===== src/rtl/instr_fetch_queue_pkg.sv =====
// Shared types and constants for the instruction fetch queue.
// FETCH_EXC_TAG_EN adds the per-entry exception flags to fetch_entry_t.
package instr_fetch_queue_pkg;

    localparam logic [31:0] RESET_PC_DEFAULT = 32'hbfc0_0000;

    typedef struct packed {
        logic [31:0] pc;
        logic [31:0] instr;
`ifdef FETCH_EXC_TAG_EN
        logic        miss;
        logic        illegal;
        logic        invalid;
`endif
    } fetch_entry_t;

    typedef enum logic [0:0] {
        DS_IDLE = 1'b0,
        DS_DROP = 1'b1
    } drop_state_e;

endpackage


===== src/rtl/instr_fetch_queue_if.sv =====
// Fetch-stage bus: memory request/response side plus the decode-facing head entry.
// The master modport is the fetch queue; the slave modport is its environment.
interface instr_fetch_queue_if;
    logic        im_req;
    logic [31:0] im_pc;
    logic        uncache_inst;
    logic        icache_stall;
    logic        inst_sram_data_ok;
    logic [31:0] I_icache_rdata;
    logic [31:0] Instr_axi_Inter;
    logic        inst_exp_miss;
    logic        inst_exp_illegal;
    logic        inst_exp_invalid;
    logic        D_redirect;
    logic [31:0] D_NewPC_Pass;
    logic        exp_flush;
    logic [31:0] exp_pc;
    logic        D_stall_Pass;
    logic        dm_stall;
    logic        I_valid;
    logic [31:0] I_PC;
    logic [31:0] I_Instr;
    logic        I_inst_miss;
    logic        I_inst_illegal;
    logic        I_inst_invalid;
    logic        I_nextNotReady;

    modport master (
        output im_req, im_pc, I_valid, I_PC, I_Instr,
               I_inst_miss, I_inst_illegal, I_inst_invalid, I_nextNotReady,
        input  uncache_inst, icache_stall, inst_sram_data_ok, I_icache_rdata,
               Instr_axi_Inter, inst_exp_miss, inst_exp_illegal, inst_exp_invalid,
               D_redirect, D_NewPC_Pass, exp_flush, exp_pc, D_stall_Pass, dm_stall
    );

    modport slave (
        input  im_req, im_pc, I_valid, I_PC, I_Instr,
               I_inst_miss, I_inst_illegal, I_inst_invalid, I_nextNotReady,
        output uncache_inst, icache_stall, inst_sram_data_ok, I_icache_rdata,
               Instr_axi_Inter, inst_exp_miss, inst_exp_illegal, inst_exp_invalid,
               D_redirect, D_NewPC_Pass, exp_flush, exp_pc, D_stall_Pass, dm_stall
    );
endinterface


===== src/rtl/instr_fetch_queue_fifo.sv =====
// DEPTH-entry circular FIFO of fetch entries with synchronous flush.
// Head is presented directly from storage; reads as zero when empty.
module instr_fetch_queue_fifo
    import instr_fetch_queue_pkg::*;
#(
    parameter int DEPTH = 4,
    localparam int PW = $clog2(DEPTH),
    localparam int CW = $clog2(DEPTH) + 1
) (
    input  logic          clk,
    input  logic          rst_n,
    input  logic          flush,
    input  logic          push,
    input  logic          pop,
    input  fetch_entry_t  din,
    output fetch_entry_t  dout,
    output logic [CW-1:0] count,
    output logic          full,
    output logic          empty
);

    fetch_entry_t  mem_r [DEPTH];
    logic [PW-1:0] wr_ptr_r;
    logic [PW-1:0] rd_ptr_r;
    logic [CW-1:0] count_r;
    logic          do_push_s;
    logic          do_pop_s;

    assign full      = (count_r == CW'(DEPTH));
    assign empty     = (count_r == CW'(0));
    assign count     = count_r;
    // Overflow/underflow requests are dropped rather than corrupting pointers.
    assign do_push_s = push & ~full;
    assign do_pop_s  = pop & ~empty;
    assign dout      = empty ? fetch_entry_t'(0) : mem_r[rd_ptr_r];

    // Pointer, occupancy and storage update; flush outranks push/pop.
    always_ff @(posedge clk or negedge rst_n) begin
        if (!rst_n) begin
            wr_ptr_r <= PW'(0);
            rd_ptr_r <= PW'(0);
            count_r  <= CW'(0);
            for (int i = 0; i < DEPTH; i++) begin
                mem_r[i] <= fetch_entry_t'(0);
            end
        end else if (flush) begin
            wr_ptr_r <= PW'(0);
            rd_ptr_r <= PW'(0);
            count_r  <= CW'(0);
        end else begin
            if (do_push_s) begin
                mem_r[wr_ptr_r] <= din;
                wr_ptr_r        <= wr_ptr_r + PW'(1);
            end
            if (do_pop_s) begin
                rd_ptr_r <= rd_ptr_r + PW'(1);
            end
            case ({do_push_s, do_pop_s})
                2'b10:   count_r <= count_r + CW'(1);
                2'b01:   count_r <= count_r - CW'(1);
                default: count_r <= count_r;
            endcase
        end
    end

endmodule


===== src/rtl/instr_fetch_queue.sv =====
// Fetch stage: sequential prefetch into a DEPTH-entry queue with redirect/flush handling.
// Define FETCH_EXC_TAG_EN to carry TLB/address exception flags with each entry.
module instr_fetch_queue
    import instr_fetch_queue_pkg::*;
#(
    parameter int          DEPTH    = 4,
    parameter logic [31:0] RESET_PC = RESET_PC_DEFAULT
) (
    input logic                  Clk,
    input logic                  Clr_n,
    instr_fetch_queue_if.master  bus
);

    localparam int CW = $clog2(DEPTH) + 1;
    localparam logic [CW-1:0] DEPTH_C = CW'(DEPTH);

    drop_state_e   state_r;
    drop_state_e   state_s;
    logic [31:0]   pc_r;
    logic [31:0]   pc_s;
    logic          run_r;
    logic          unc_pend_r;
    logic          unc_pend_s;
    logic          flush_s;
    logic          req_s;
    logic          rsp_s;
    logic          pop_s;
    logic [CW-1:0] count_s;
    logic          full_s;
    logic          empty_s;
    fetch_entry_t  push_entry_s;
    fetch_entry_t  head_s;

    assign flush_s    = bus.exp_flush | bus.D_redirect;
    // run_r holds requests off for the first cycle after reset release.
    assign req_s      = run_r & (count_s < DEPTH_C) & (state_r == DS_IDLE) & ~flush_s;
    assign rsp_s      = req_s & (bus.uncache_inst ? bus.inst_sram_data_ok : ~bus.icache_stall);
    assign unc_pend_s = req_s & bus.uncache_inst & ~bus.inst_sram_data_ok;
    assign pop_s      = ~empty_s & ~bus.D_stall_Pass & ~bus.dm_stall;

    // Build the entry captured from the active response path.
    always_comb begin
        push_entry_s       = fetch_entry_t'(0);
        push_entry_s.pc    = pc_r;
        push_entry_s.instr = bus.uncache_inst ? bus.Instr_axi_Inter : bus.I_icache_rdata;
`ifdef FETCH_EXC_TAG_EN
        push_entry_s.miss    = bus.inst_exp_miss;
        push_entry_s.illegal = bus.inst_exp_illegal;
        push_entry_s.invalid = bus.inst_exp_invalid;
        if (bus.inst_exp_miss | bus.inst_exp_illegal | bus.inst_exp_invalid) begin
            push_entry_s.instr = 32'h0000_0000;
        end else begin
            push_entry_s.instr = push_entry_s.instr;
        end
`endif
    end

    instr_fetch_queue_fifo #(
        .DEPTH (DEPTH)
    ) u_fifo (
        .clk   (Clk),
        .rst_n (Clr_n),
        .flush (flush_s),
        .push  (rsp_s),
        .pop   (pop_s),
        .din   (push_entry_s),
        .dout  (head_s),
        .count (count_s),
        .full  (full_s),
        .empty (empty_s)
    );

    // Next fetch PC: exception vector beats redirect beats sequential advance.
    always_comb begin
        pc_s = pc_r;
        if (bus.exp_flush) begin
            pc_s = bus.exp_pc;
        end else if (bus.D_redirect) begin
            pc_s = bus.D_NewPC_Pass;
        end else if (rsp_s) begin
            pc_s = pc_r + 32'd4;
        end else begin
            pc_s = pc_r;
        end
    end

    // Drop FSM: an uncached request cut off by a flush must have its late data swallowed.
    always_comb begin
        state_s = state_r;
        case (state_r)
            DS_IDLE: begin
                if (flush_s && unc_pend_r && !bus.inst_sram_data_ok) begin
                    state_s = DS_DROP;
                end else begin
                    state_s = DS_IDLE;
                end
            end
            DS_DROP: begin
                if (bus.inst_sram_data_ok) begin
                    state_s = DS_IDLE;
                end else begin
                    state_s = DS_DROP;
                end
            end
            default: state_s = DS_IDLE;
        endcase
    end

    // Control state registers.
    always_ff @(posedge Clk or negedge Clr_n) begin
        if (!Clr_n) begin
            state_r    <= DS_IDLE;
            pc_r       <= RESET_PC;
            run_r      <= 1'b0;
            unc_pend_r <= 1'b0;
        end else begin
            state_r    <= state_s;
            pc_r       <= pc_s;
            run_r      <= 1'b1;
            unc_pend_r <= unc_pend_s;
        end
    end

    assign bus.im_req         = req_s;
    assign bus.im_pc          = pc_r;
    assign bus.I_valid        = ~empty_s;
    assign bus.I_nextNotReady = empty_s;
    assign bus.I_PC           = head_s.pc;
    assign bus.I_Instr        = head_s.instr;

`ifdef FETCH_EXC_TAG_EN
    assign bus.I_inst_miss    = head_s.miss;
    assign bus.I_inst_illegal = head_s.illegal;
    assign bus.I_inst_invalid = head_s.invalid;
    logic unused_full_s;
    assign unused_full_s = full_s;
`else
    assign bus.I_inst_miss    = 1'b0;
    assign bus.I_inst_illegal = 1'b0;
    assign bus.I_inst_invalid = 1'b0;
    logic unused_exc_s;
    assign unused_exc_s = bus.inst_exp_miss ^ bus.inst_exp_illegal ^ bus.inst_exp_invalid ^ full_s;
`endif

endmodule


===== src/flat_wrapper.sv =====
// flat-port wrapper written by rule: the top's interface ports become plain ports
module instr_fetch_queue_flat import instr_fetch_queue_pkg::*;
#(
    parameter int          DEPTH    = 4,
    parameter logic [31:0] RESET_PC = RESET_PC_DEFAULT
)
  (Clk, Clr_n, bus_im_req, bus_im_pc, bus_I_valid, bus_I_PC, bus_I_Instr, bus_I_inst_miss, bus_I_inst_illegal, bus_I_inst_invalid, bus_I_nextNotReady, bus_uncache_inst, bus_icache_stall, bus_inst_sram_data_ok, bus_I_icache_rdata, bus_Instr_axi_Inter, bus_inst_exp_miss, bus_inst_exp_illegal, bus_inst_exp_invalid, bus_D_redirect, bus_D_NewPC_Pass, bus_exp_flush, bus_exp_pc, bus_D_stall_Pass, bus_dm_stall);
  instr_fetch_queue_if bus_i ();
  input logic Clk;
  input logic Clr_n;
  output wire logic [$bits(bus_i.im_req)-1:0] bus_im_req;
  output wire logic [$bits(bus_i.im_pc)-1:0] bus_im_pc;
  output wire logic [$bits(bus_i.I_valid)-1:0] bus_I_valid;
  output wire logic [$bits(bus_i.I_PC)-1:0] bus_I_PC;
  output wire logic [$bits(bus_i.I_Instr)-1:0] bus_I_Instr;
  output wire logic [$bits(bus_i.I_inst_miss)-1:0] bus_I_inst_miss;
  output wire logic [$bits(bus_i.I_inst_illegal)-1:0] bus_I_inst_illegal;
  output wire logic [$bits(bus_i.I_inst_invalid)-1:0] bus_I_inst_invalid;
  output wire logic [$bits(bus_i.I_nextNotReady)-1:0] bus_I_nextNotReady;
  input wire logic [$bits(bus_i.uncache_inst)-1:0] bus_uncache_inst;
  input wire logic [$bits(bus_i.icache_stall)-1:0] bus_icache_stall;
  input wire logic [$bits(bus_i.inst_sram_data_ok)-1:0] bus_inst_sram_data_ok;
  input wire logic [$bits(bus_i.I_icache_rdata)-1:0] bus_I_icache_rdata;
  input wire logic [$bits(bus_i.Instr_axi_Inter)-1:0] bus_Instr_axi_Inter;
  input wire logic [$bits(bus_i.inst_exp_miss)-1:0] bus_inst_exp_miss;
  input wire logic [$bits(bus_i.inst_exp_illegal)-1:0] bus_inst_exp_illegal;
  input wire logic [$bits(bus_i.inst_exp_invalid)-1:0] bus_inst_exp_invalid;
  input wire logic [$bits(bus_i.D_redirect)-1:0] bus_D_redirect;
  input wire logic [$bits(bus_i.D_NewPC_Pass)-1:0] bus_D_NewPC_Pass;
  input wire logic [$bits(bus_i.exp_flush)-1:0] bus_exp_flush;
  input wire logic [$bits(bus_i.exp_pc)-1:0] bus_exp_pc;
  input wire logic [$bits(bus_i.D_stall_Pass)-1:0] bus_D_stall_Pass;
  input wire logic [$bits(bus_i.dm_stall)-1:0] bus_dm_stall;
  assign bus_im_req = bus_i.im_req;
  assign bus_im_pc = bus_i.im_pc;
  assign bus_I_valid = bus_i.I_valid;
  assign bus_I_PC = bus_i.I_PC;
  assign bus_I_Instr = bus_i.I_Instr;
  assign bus_I_inst_miss = bus_i.I_inst_miss;
  assign bus_I_inst_illegal = bus_i.I_inst_illegal;
  assign bus_I_inst_invalid = bus_i.I_inst_invalid;
  assign bus_I_nextNotReady = bus_i.I_nextNotReady;
  assign bus_i.uncache_inst = bus_uncache_inst;
  assign bus_i.icache_stall = bus_icache_stall;
  assign bus_i.inst_sram_data_ok = bus_inst_sram_data_ok;
  assign bus_i.I_icache_rdata = bus_I_icache_rdata;
  assign bus_i.Instr_axi_Inter = bus_Instr_axi_Inter;
  assign bus_i.inst_exp_miss = bus_inst_exp_miss;
  assign bus_i.inst_exp_illegal = bus_inst_exp_illegal;
  assign bus_i.inst_exp_invalid = bus_inst_exp_invalid;
  assign bus_i.D_redirect = bus_D_redirect;
  assign bus_i.D_NewPC_Pass = bus_D_NewPC_Pass;
  assign bus_i.exp_flush = bus_exp_flush;
  assign bus_i.exp_pc = bus_exp_pc;
  assign bus_i.D_stall_Pass = bus_D_stall_Pass;
  assign bus_i.dm_stall = bus_dm_stall;
  instr_fetch_queue #(.DEPTH(DEPTH), .RESET_PC(RESET_PC)) u_core (.Clk(Clk), .Clr_n(Clr_n), .bus(bus_i));
endmodule

===== config.mk =====
export PLATFORM = sky130hd
export DESIGN_NAME = instr_fetch_queue_flat
export DESIGN_NICKNAME = d
export VERILOG_FILES = /design/src/rtl/instr_fetch_queue_pkg.sv /design/src/rtl/instr_fetch_queue_if.sv /design/src/rtl/instr_fetch_queue_fifo.sv /design/src/rtl/instr_fetch_queue.sv /design/src/flat_wrapper.sv
export SDC_FILE = /design/constraint.sdc
export NUM_CORES = 1
export LEC_CHECK = 0
export ABC_AREA = 1
export CORE_UTILIZATION = 35
export CTS_BUF_LIST = sky130_fd_sc_hd__clkbuf_16
export CTS_CLUSTER_SIZE = 16
export DETAILED_ROUTE_END_ITERATION = 7
export GPL_ROUTABILITY_DRIVEN = 1
export SLEW_MARGIN = 10
export SYNTH_ARGS = -nofsm -noshare
export SYNTH_HDL_FRONTEND = slang
export SYNTH_HIERARCHICAL = 1
export SYNTH_SLANG_ARGS = --single-unit

===== constraint.sdc =====
create_clock -name Clk -period 2.26 [get_ports Clk]
set_input_delay 0.226 -clock Clk [delete_from_list [all_inputs] [get_ports Clk]]
set_output_delay 0.226 -clock Clk [all_outputs]
set_load 0.01 [all_outputs]

Word-level counts from Yosys, hierarchy flattened

Cells that the tools add are included.

Flip-flop bits (word level): 298
Input bits: 140
Output and inout bits: 102
Word-level logic and storage cells: 79

Add/sub/neg operators: 5
Order comparisons: 4
Eq/ne operators: 3
Muxes and demuxes: 21
Bitwise gates (word level): 21
Reduce and logical (&&, ||, !) cells: 10

Operators by type and width:

| cell                  | count |
|---|---|
| $bwmux 256            | 1 |
| $mux 64               | 4 |
| $bmux 64 s2           | 1 |
| $demux 64 s2          | 1 |
| $mux 32               | 4 |
| $add 32x3->32 const B | 1 |
| $and 1x1->1           | 10 |
| $mux 2                | 4 |
| $not 1->1             | 8 |
| $ge 3x3->1 const B    | 2 |
| $not 2->3             | 2 |
| $pmux 3 s2            | 1 |
| $reduce_bool 3->1     | 2 |
| $add 2x1->2 const B   | 2 |
| $reduce_bool 2->1     | 2 |
| $add 3x1->3 const B   | 1 |
| $eq 3x3->1 const B    | 1 |
| $logic_and 1x1->1     | 3 |
| $logic_not 3->1       | 1 |
| $lt 3x1->1 const B    | 1 |
| $lt 3x3->1 const B    | 1 |
| $mux 1                | 3 |
| $mux 3                | 1 |
| $sub 3x1->3 const B   | 1 |
| other kinds (6)       | 6 |

Longest topological paths before layout

Gate-level depths: netlist of the first run.

Word-level depth: 9
Gate-level depth with buffers: 15

Hierarchy

Netlist of the first run, hierarchy kept.

Modules (own cells, without submodules):

| module                 | instances | cells an instance | area an instance (um^2) | seq. area each (um^2) |
|---|---|---|---|---|
| instr_fetch_queue_fifo | 1         | 1448              | 12408.2                 | 6581.3 |
| instr_fetch_queue      | 1         | 566               | 3628.5                  | 887.1 |

Worst setup path before layout of the first run

OpenSTA, ideal clock, no wires.

Path type: reg-to-reg
Start point: reg u_core.u_fifo.count_r[1], in the netlist u_core/u_fifo/count[1]
End point: reg u_core.u_fifo.count_r[2], in the netlist u_core/u_fifo/count[2]
Arrival time: 2.269 ns
Setup slack: -0.127 ns
Cell stages (with the launch flop): 16
Buffers on the path: 1
Period minus slack after synthesis: 2.387 ns
Cells stage by stage: dfrtp_1 nor2_2 nand2_1 inv_1 clkbuf_1 nor3_1 nand2_1 inv_1 nand2_1 inv_1 fa_1 xor2_1 inv_1 nand2_1 nand3_1 nand2_1

Elaborated cells on any way between the ends: 20
Those cells by class: add/sub (2); order compare (1); eq/ne (3); mux (2); bitwise (10); reduce/logical (2)

RTL lines:

| element                                         | RTL line                     | RTL |
|---|---|---|
| start, declared                                 | instr_fetch_queue_fifo.sv:25 | `logic [CW-1:0] count_r;` |
| start signal, assigned                          | instr_fetch_queue_fifo.sv:59 | `2'b10: count_r <= count_r + CW'(1);` |
| start signal, assigned                          | instr_fetch_queue_fifo.sv:60 | `2'b01: count_r <= count_r - CW'(1);` |
| start signal, assigned                          | instr_fetch_queue_fifo.sv:61 | `default: count_r <= count_r;` |
| $logic_not 3->1 (*)                             | instr_fetch_queue_fifo.sv:30 | `assign empty = (count_r == CW'(0));` |
| via bus_I_nextNotReady                          | flat_wrapper.sv:19           | `output wire logic [$bits(bus_i.I_nextNotReady)-1:0] bus_I_nextNotReady;` |
| $not 1->1 (*)                                   | instr_fetch_queue.sv:39      | `assign pop_s = ~empty_s & ~bus.D_stall_Pass & ~bus.dm_stall;` |
| $and 1x1->1 (*) (2 in a row)                    | instr_fetch_queue.sv:39      |  |
| via u_core.pop_s                                | instr_fetch_queue.sv:27      | `logic pop_s;` |
| $and 1x1->1 (*)                                 | instr_fetch_queue_fifo.sv:34 | `assign do_pop_s = pop & ~empty;` |
| $eq 2x1->1 / $eq 2x2->1 (equally long branches) | instr_fetch_queue_fifo.sv:58 | `case ({do_push_s, do_pop_s})` |
| $pmux 3 s2                                      | instr_fetch_queue_fifo.sv:58 |  |
| $mux 3                                          | instr_fetch_queue_fifo.sv:46 | `end else if (flush) begin` |

The timed path passes the listed nets; every way through them passes the cells marked *.
A chain may end at the register's enable or synchronous reset.

Worst setup path after layout of the first run

Start point: reg u_core.u_fifo.rd_ptr_r[0]
End point: out bus_I_PC[23]

Longest elaborated chain between the ends: 5

RTL lines:

| element                                    | RTL line                     | RTL |
|---|---|---|
| start, declared                            | instr_fetch_queue_fifo.sv:24 | `logic [PW-1:0] rd_ptr_r;` |
| start signal, assigned                     | instr_fetch_queue_fifo.sv:56 | `rd_ptr_r <= rd_ptr_r + PW'(1);` |
| $not 2->3 (not written as such)            | instr_fetch_queue_fifo.sv:35 | `assign dout = empty ? fetch_entry_t'(0) : mem_r[rd_ptr_r];` |
| $bmux 64 s2                                | instr_fetch_queue_fifo.sv:35 |  |
| $mux 64 (not written as such) (2 in a row) | instr_fetch_queue_fifo.sv:35 |  |
| $mux 64                                    | instr_fetch_queue_fifo.sv:35 |  |
| end, declared                              | flat_wrapper.sv:14           | `output wire logic [$bits(bus_i.I_PC)-1:0] bus_I_PC;` |

Every way passes these cells. The select of a mux whose other input is x is not followed.

==> flow_metrics.py, run 1 <==
metrics = {
    "run": {
        "maxCapViolations": 0,
    },
    "sta": {
        "fmax_mhz": 438,
        "setup_viol": 2,
        "rsz0062_at_grt": "yes",
        "min_period_over_period": 1.01,
        "fin_ws_ps": -25.1,
        "clock_skew_ps": 23.4,
        "drv_slew": 0,
        "fin_crit_ps": 2290,
        "worstMarginPinSlew_ps": 530,
        "max_slew_margin": 0.646,
        "hold_viol": 0,
    },
    "clock_network": {
        "clk_pin_slew_ps": 60,
        "cts_tree": "done",
        "clockBufferDepth": 3,
        "clk_latency_ps": 530,
        "clock-root-buffer": "clkbuf_16",
        "h-tree-depth": 2,
        "clkSinkCount": 298,
        "cts_made_buffers": 36,
    },
    "setup_path": {
        "r2r_start": "u_core/u_fifo/count[0]",
        "crit_buf_inv": 5,
        "startpoint": "u_core/u_fifo/rd_ptr_r[0]",
        "cp_max_fo": 5,
        "slowest_stage": "dfrtp_4",
        "cp_top_family": "buffers and inverters",
        "critPathKind": "flop to output pin",
        "regToRegSetupSlack_ps": 170,
        "reg2reg_to": "u_core/u_fifo/count[2]",
        "path_depth": 9,
        "critPathRequiredTime_ps": 2030,
        "r2r_cells": 14,
        "cp-endpoint": "bus_I_PC[23]",
        "critPathCaptureType": "output pin",
        "slowest_delay_ps": 520,
        "critPathLaunchType": "flop",
        "path_cells": "buf_12 -> buf_16 -> buf_6 -> nor2_2 -> nor2_1 -> o21ai_1 -> a21oi_1 -> buf_4 -> buf_2",
        "arrival_ps": 2060,
    },
    "floorplan": {
        "io_pins": 242,
        "rows": 78,
        "core_sq_um": 45300,
        "die_height_um": 216,
        "die_width_um": 216,
        "initial_core_util": 0.354,
        "die_area_sq_um": 46700,
    },
    "global_route": {
        "track_usage": 0.199,
        "grt_first_pass_wirelength_um": 74600,
        "grt_max_degree": 73,
        "antenna_found_initial": 0,
        "overflow": 0,
        "first_global_vias": 13534,
    },
    "synthesis": {
        "netlist_area_sq_um": 16000,
        "avgSynthCellArea_sq_um": 7.96,
        "ys_warn_count": 6,
        "syn-instance-count": 2013,
    },
    "placed_design": {
        "hpwl_um": 29200,
        "gp_congestion": 0.837,
        "io_buffers": 235,
        "dp.cells": 2745,
        "dp_slack_ps": -58.9,
    },
    "route": {
        "ant_nets": 0,
        "routed_via_density": 4.90,
        "wl_per_cell_um": 16.4,
        "num_vias": 13934,
        "totalWireLength_um": 46700,
        "route.detailed.drc": 0,
        "drt_first_pass_iters": 5,
        "drt_iter0_markers": 1014,
    },
    "power_and_ir_drop": {
        "finalPower_uw": 14200,
        "p_leak_uw": 0.00945,
        "p_per_area_nw_per_um2": 694,
        "ir_drop_mv": 0.403,
    },
    "cells_and_area": {
        "drive_above_1_share": 0.192,
        "final_cell_mix": "nand2_1, dfrtp_1, nor2_1",
        "areaGrowthSynthToFinish_pct": 28.0,
        "final_common_cell": "nand2_1",
        "fin_cells": 2844,
        "nets": 2365,
        "antenna_cells": 0,
    },
    "status": {
        "outcome": "complete, but fails checks",
        "violations": "setup timing",
    },
    "hold_path": {
        "min_path_type": "input pin to flop",
    },
}
==> routing by layer <==
| metal | wire [um] | GRT usage | up-vias |
|---|---|---|---|
| met5 | 0 | 0 | - |
| met1 | 20900 | 0.272 | 6558 |
| met2 | 22200 | 0.330 | 416 |
| li1 | - | - | 6909 |
| met4 | 927 | 0.0491 | 0 |
| met3 | 2660 | 0.0310 | 51 |
==> tightest hold or removal path: stages <==
cell and delay [ps]:
buf_2 170, nand2_1 100, buf_4 100, nor2_1 30
==> per-stage QoR <==
stage / hold slack (ps) / area (sq um) / util / TNS, ps
final: 149 / 20500 / 0.453 / -49.3
after global routing: 156 / 20500 / 0.453 / -1250
after CTS: 126 / 20200 / 0.446 / -2050
after detailed placement: 216 / 18700 / 0.413 / -2690
after global placement: 212 / 18700 / 0.413 / -1080
after floorplan: -69.6 / 16000 / - / 0
==> state kept, by name, indices dropped and copies added (netlist names) <==
name,cells
u_core/u_fifo/wr_ptr_r,2
u_core/run_r,1
u_core/bus.im_pc,32
u_core/u_fifo/count,3
u_core/u_fifo/mem_r,256
u_core/state_r,1
u_core/u_fifo/rd_ptr_r,2
u_core/unc_pend_r,1
==> power breakdown <==
| part | total, uW | switching, uW | internal, uW |
|---|---|---|---|
| Sequential | 6060 | 344 | 5720 |
| Combinational | 2460 | 1340 | 1120 |
| Clock | 5700 | 2240 | 3460 |
| Total | 14200 | 3930 | 10300 |
==> worst min-delay path by stage <==
| stage | start | to | cells after the start |
|---|---|---|---|
| 4_1_cts | bus_uncache_inst | u_core/unc_pend_r | 4 |
| 2_1_floorplan | Clr_n | u_core/bus.im_pc[0] | 0 |
| 6_report | bus_uncache_inst | u_core/unc_pend_r | 4 |
| 5_1_grt | bus_uncache_inst | u_core/unc_pend_r | 4 |
| 3_3_place_gp | Clr_n | u_core/u_fifo/mem_r[24] | 1 |
| 3_5_place_dp | Clr_n | u_core/u_fifo/mem_r[24] | 1 |
==> cell type report <==
class | count | area (sq um)
repair buffers | 328 | 3510
clock inverters | 27 | 256
flip-flops and latches | 298 | 7480
clock buffers | 36 | 901
fillers | 4496 | 24800
inverters | 127 | 499
well taps | 600 | 751
multi-input cells | 1428 | 7120
==> repair_timing <==
action	4_1_cts	5_1_grt
endpoints found under the setup margin	66	64
hold buffers	1	0
cloned	10	7
buffers inserted	15	7
endpoints found under the hold margin	57	0
pin swaps	34	36
resized for setup	256	161
No activity file was read; power rests on OpenSTA's default activity.
==> run 2: changes to the inputs <==
Settings changed: CTS_BUF_LIST sky130_fd_sc_hd__clkbuf_16 to sky130_fd_sc_hd__clkbuf_8, RECOVER_POWER from default to 100.
==> run 2 against run 1 <==
  * Global-route usage rose by 0.75 points
  * Critical endpoint is now bus_I_PC[16]
  * Core utilization is 1.0 points higher
  * Largest cell class unchanged
  * Highest routed layer unchanged
  * Register-to-register slack lost 250 ps
  * Count of clock-buffer cells in the layout up 27
  * The run ends with capacitance limit, slew limit, setup timing left
==> flow_metrics.py, run 2 (synthesis gave the netlist of run 1 again) <==
metrics = {
    "cells_and_area": {
        "largest_register_ffs": 256,
        "top_register": "u_core/u_fifo/mem_r",
        "design_area_sq_um": 21000,
        "drive_above_1_share": 0.228,
        "areaGrowthSynthToFinish_pct": 30.9,
        "antenna_cells": 0,
        "final_common_cell": "nand2_1",
        "final_cell_mix": "nand2_1, o21ai_1, dfrtp_1",
        "nets": 2399,
    },
    "sta": {
        "drv_slew": 62,
        "fmax_mhz": 424,
        "rsz0062_at_grt": "yes",
        "fin_ws_ps": -101,
        "min_period_over_period": 1.04,
        "max_slew_margin": -0.130,
        "clock_skew_ps": 23.3,
        "setup_viol": 70,
        "worstMarginPinSlew_ps": 1700,
        "fin_crit_ps": 2360,
        "hold_viol": 0,
    },
    "clock_network": {
        "cts_made_buffers": 54,
        "clock-root-buffer": "clkbuf_8",
        "h-tree-depth": 2,
        "clkSinkCount": 298,
        "clk_pin_slew_ps": 60,
        "cts_tree": "done",
        "clk_latency_ps": 630,
        "clockBufferDepth": 3,
    },
    "route": {
        "num_vias": 14251,
        "totalWireLength_um": 48800,
        "ant_nets": 0,
        "route.detailed.drc": 0,
        "wl_per_cell_um": 16.9,
        "routed_via_density": 4.93,
        "drt_iter0_markers": 1020,
        "drt_first_pass_iters": 5,
    },
    "placed_design": {
        "place_area_sq_um": 18700,
        "hpwl_um": 29200,
        "gp_congestion": 0.837,
        "io_buffers": 235,
    },
    "power_and_ir_drop": {
        "finalPower_uw": 13800,
        "p_leak_uw": 0.00968,
        "ir_drop_mv": 0.368,
        "p_per_area_nw_per_um2": 659,
    },
    "floorplan": {
        "die_area_sq_um": 46700,
        "rows": 78,
        "die_height_um": 216,
        "io_pins": 242,
        "core_sq_um": 45300,
        "initial_core_util": 0.354,
        "die_width_um": 216,
    },
    "setup_path": {
        "arrival_ps": 2130,
        "critPathRequiredTime_ps": 2030,
        "critPathLaunchType": "flop",
        "critPathCaptureType": "output pin",
        "cp_max_fo": 13,
        "r2r_cells": 11,
        "critPathKind": "flop to output pin",
    },
    "hold_path": {
        "min_path_type": "input pin to flop",
        "holdPathStages": 2,
    },
    "global_route": {
        "overflow": 0,
        "antenna_found_initial": 0,
        "grt_max_degree": 73,
        "track_usage": 0.207,
        "first_global_vias": 13875,
        "grt_first_pass_wirelength_um": 76500,
    },
    "status": {
        "outcome": "complete, but fails checks",
        "violations": "capacitance limit, slew limit, setup timing",
    },
    "run": {
        "maxCapViolations": 1,
    },
}
## run 2: final cells by class
cell class / count / area [sq um]
clock buffer: 63 / 867
clock inverter: 31 / 224
fill: 4467 / 24300
inverter: 127 / 512
multi-input combinational: 1428 / 7310
sequential: 298 / 7480
tap: 600 / 751
timing repair buffer: 344 / 3850
## run 2: worst paths after layout
path,startpoint,endpoint,slack (ps)
max,u_core/u_fifo/count[0],bus_I_PC[16],-100
min in group asynchronous,Clr_n,u_core/u_fifo/mem_r[24],590
max in group asynchronous,Clr_n,u_core/bus.im_pc[13],310
min reg2reg,u_core/u_fifo/mem_r[134],u_core/u_fifo/mem_r[134],470
max reg2reg,u_core/u_fifo/count[2],u_core/u_fifo/mem_r[155],-80
min,bus_inst_sram_data_ok,u_core/state_r,160
## run 2: critical path, stage by stage (launching register included)
cell and delay [ps]:
dfrtp_2 400, nor2_1 230, nand2_4 120, inv_8 120, buf_12 110, bufbuf_16 290, a21oi_2 70, buf_2 160
## run 2: routing by layer
metal / global-route usage / vias up / share of wire
met1: 0.275 / 6755 / 0.44
met2: 0.338 / 447 / 0.48
met5: 0 / - / 0
li1: - / 6977 / -
met4: 0.0697 / 0 / 0.024
met3: 0.0392 / 72 / 0.064
## run 2: through the flow
step / std cells / setup slack, ps / util / TNS [ps] / hold WS (ps)
finish: 2891 / -101 / 0.463 / -3460 / 161
CTS: 2879 / -201 / 0.451 / -7530 / 114
global route: 2891 / -194 / 0.463 / -36870 / 152
floorplan: 2015 / 33.4 / - / 0 / -69.6
detailed placement: 2745 / -58.9 / 0.413 / -2690 / 216
global placement: 2745 / -75.3 / 0.413 / -1080 / 212
## run 2: timing repair
item / 4_1_cts / 5_1_grt
buffers inserted: 25 / 5
hold endpoints to repair: 108 / 0
pin swaps: 50 / 73
gates resized for setup: 381 / 205
setup endpoints to repair: 67 / 66
hold buffers: 2 / 0
cloned: 16 / 10
## run 2: where the power goes
| group | leakage, uW | switching, uW | total (uW) | internal, uW |
|---|---|---|---|---|
| Combinational | 0.00506 | 1390 | 2550 | 1160 |
| Clock | 0.000620 | 2330 | 5200 | 2880 |
| Sequential | 0.00400 | 356 | 6070 | 5720 |
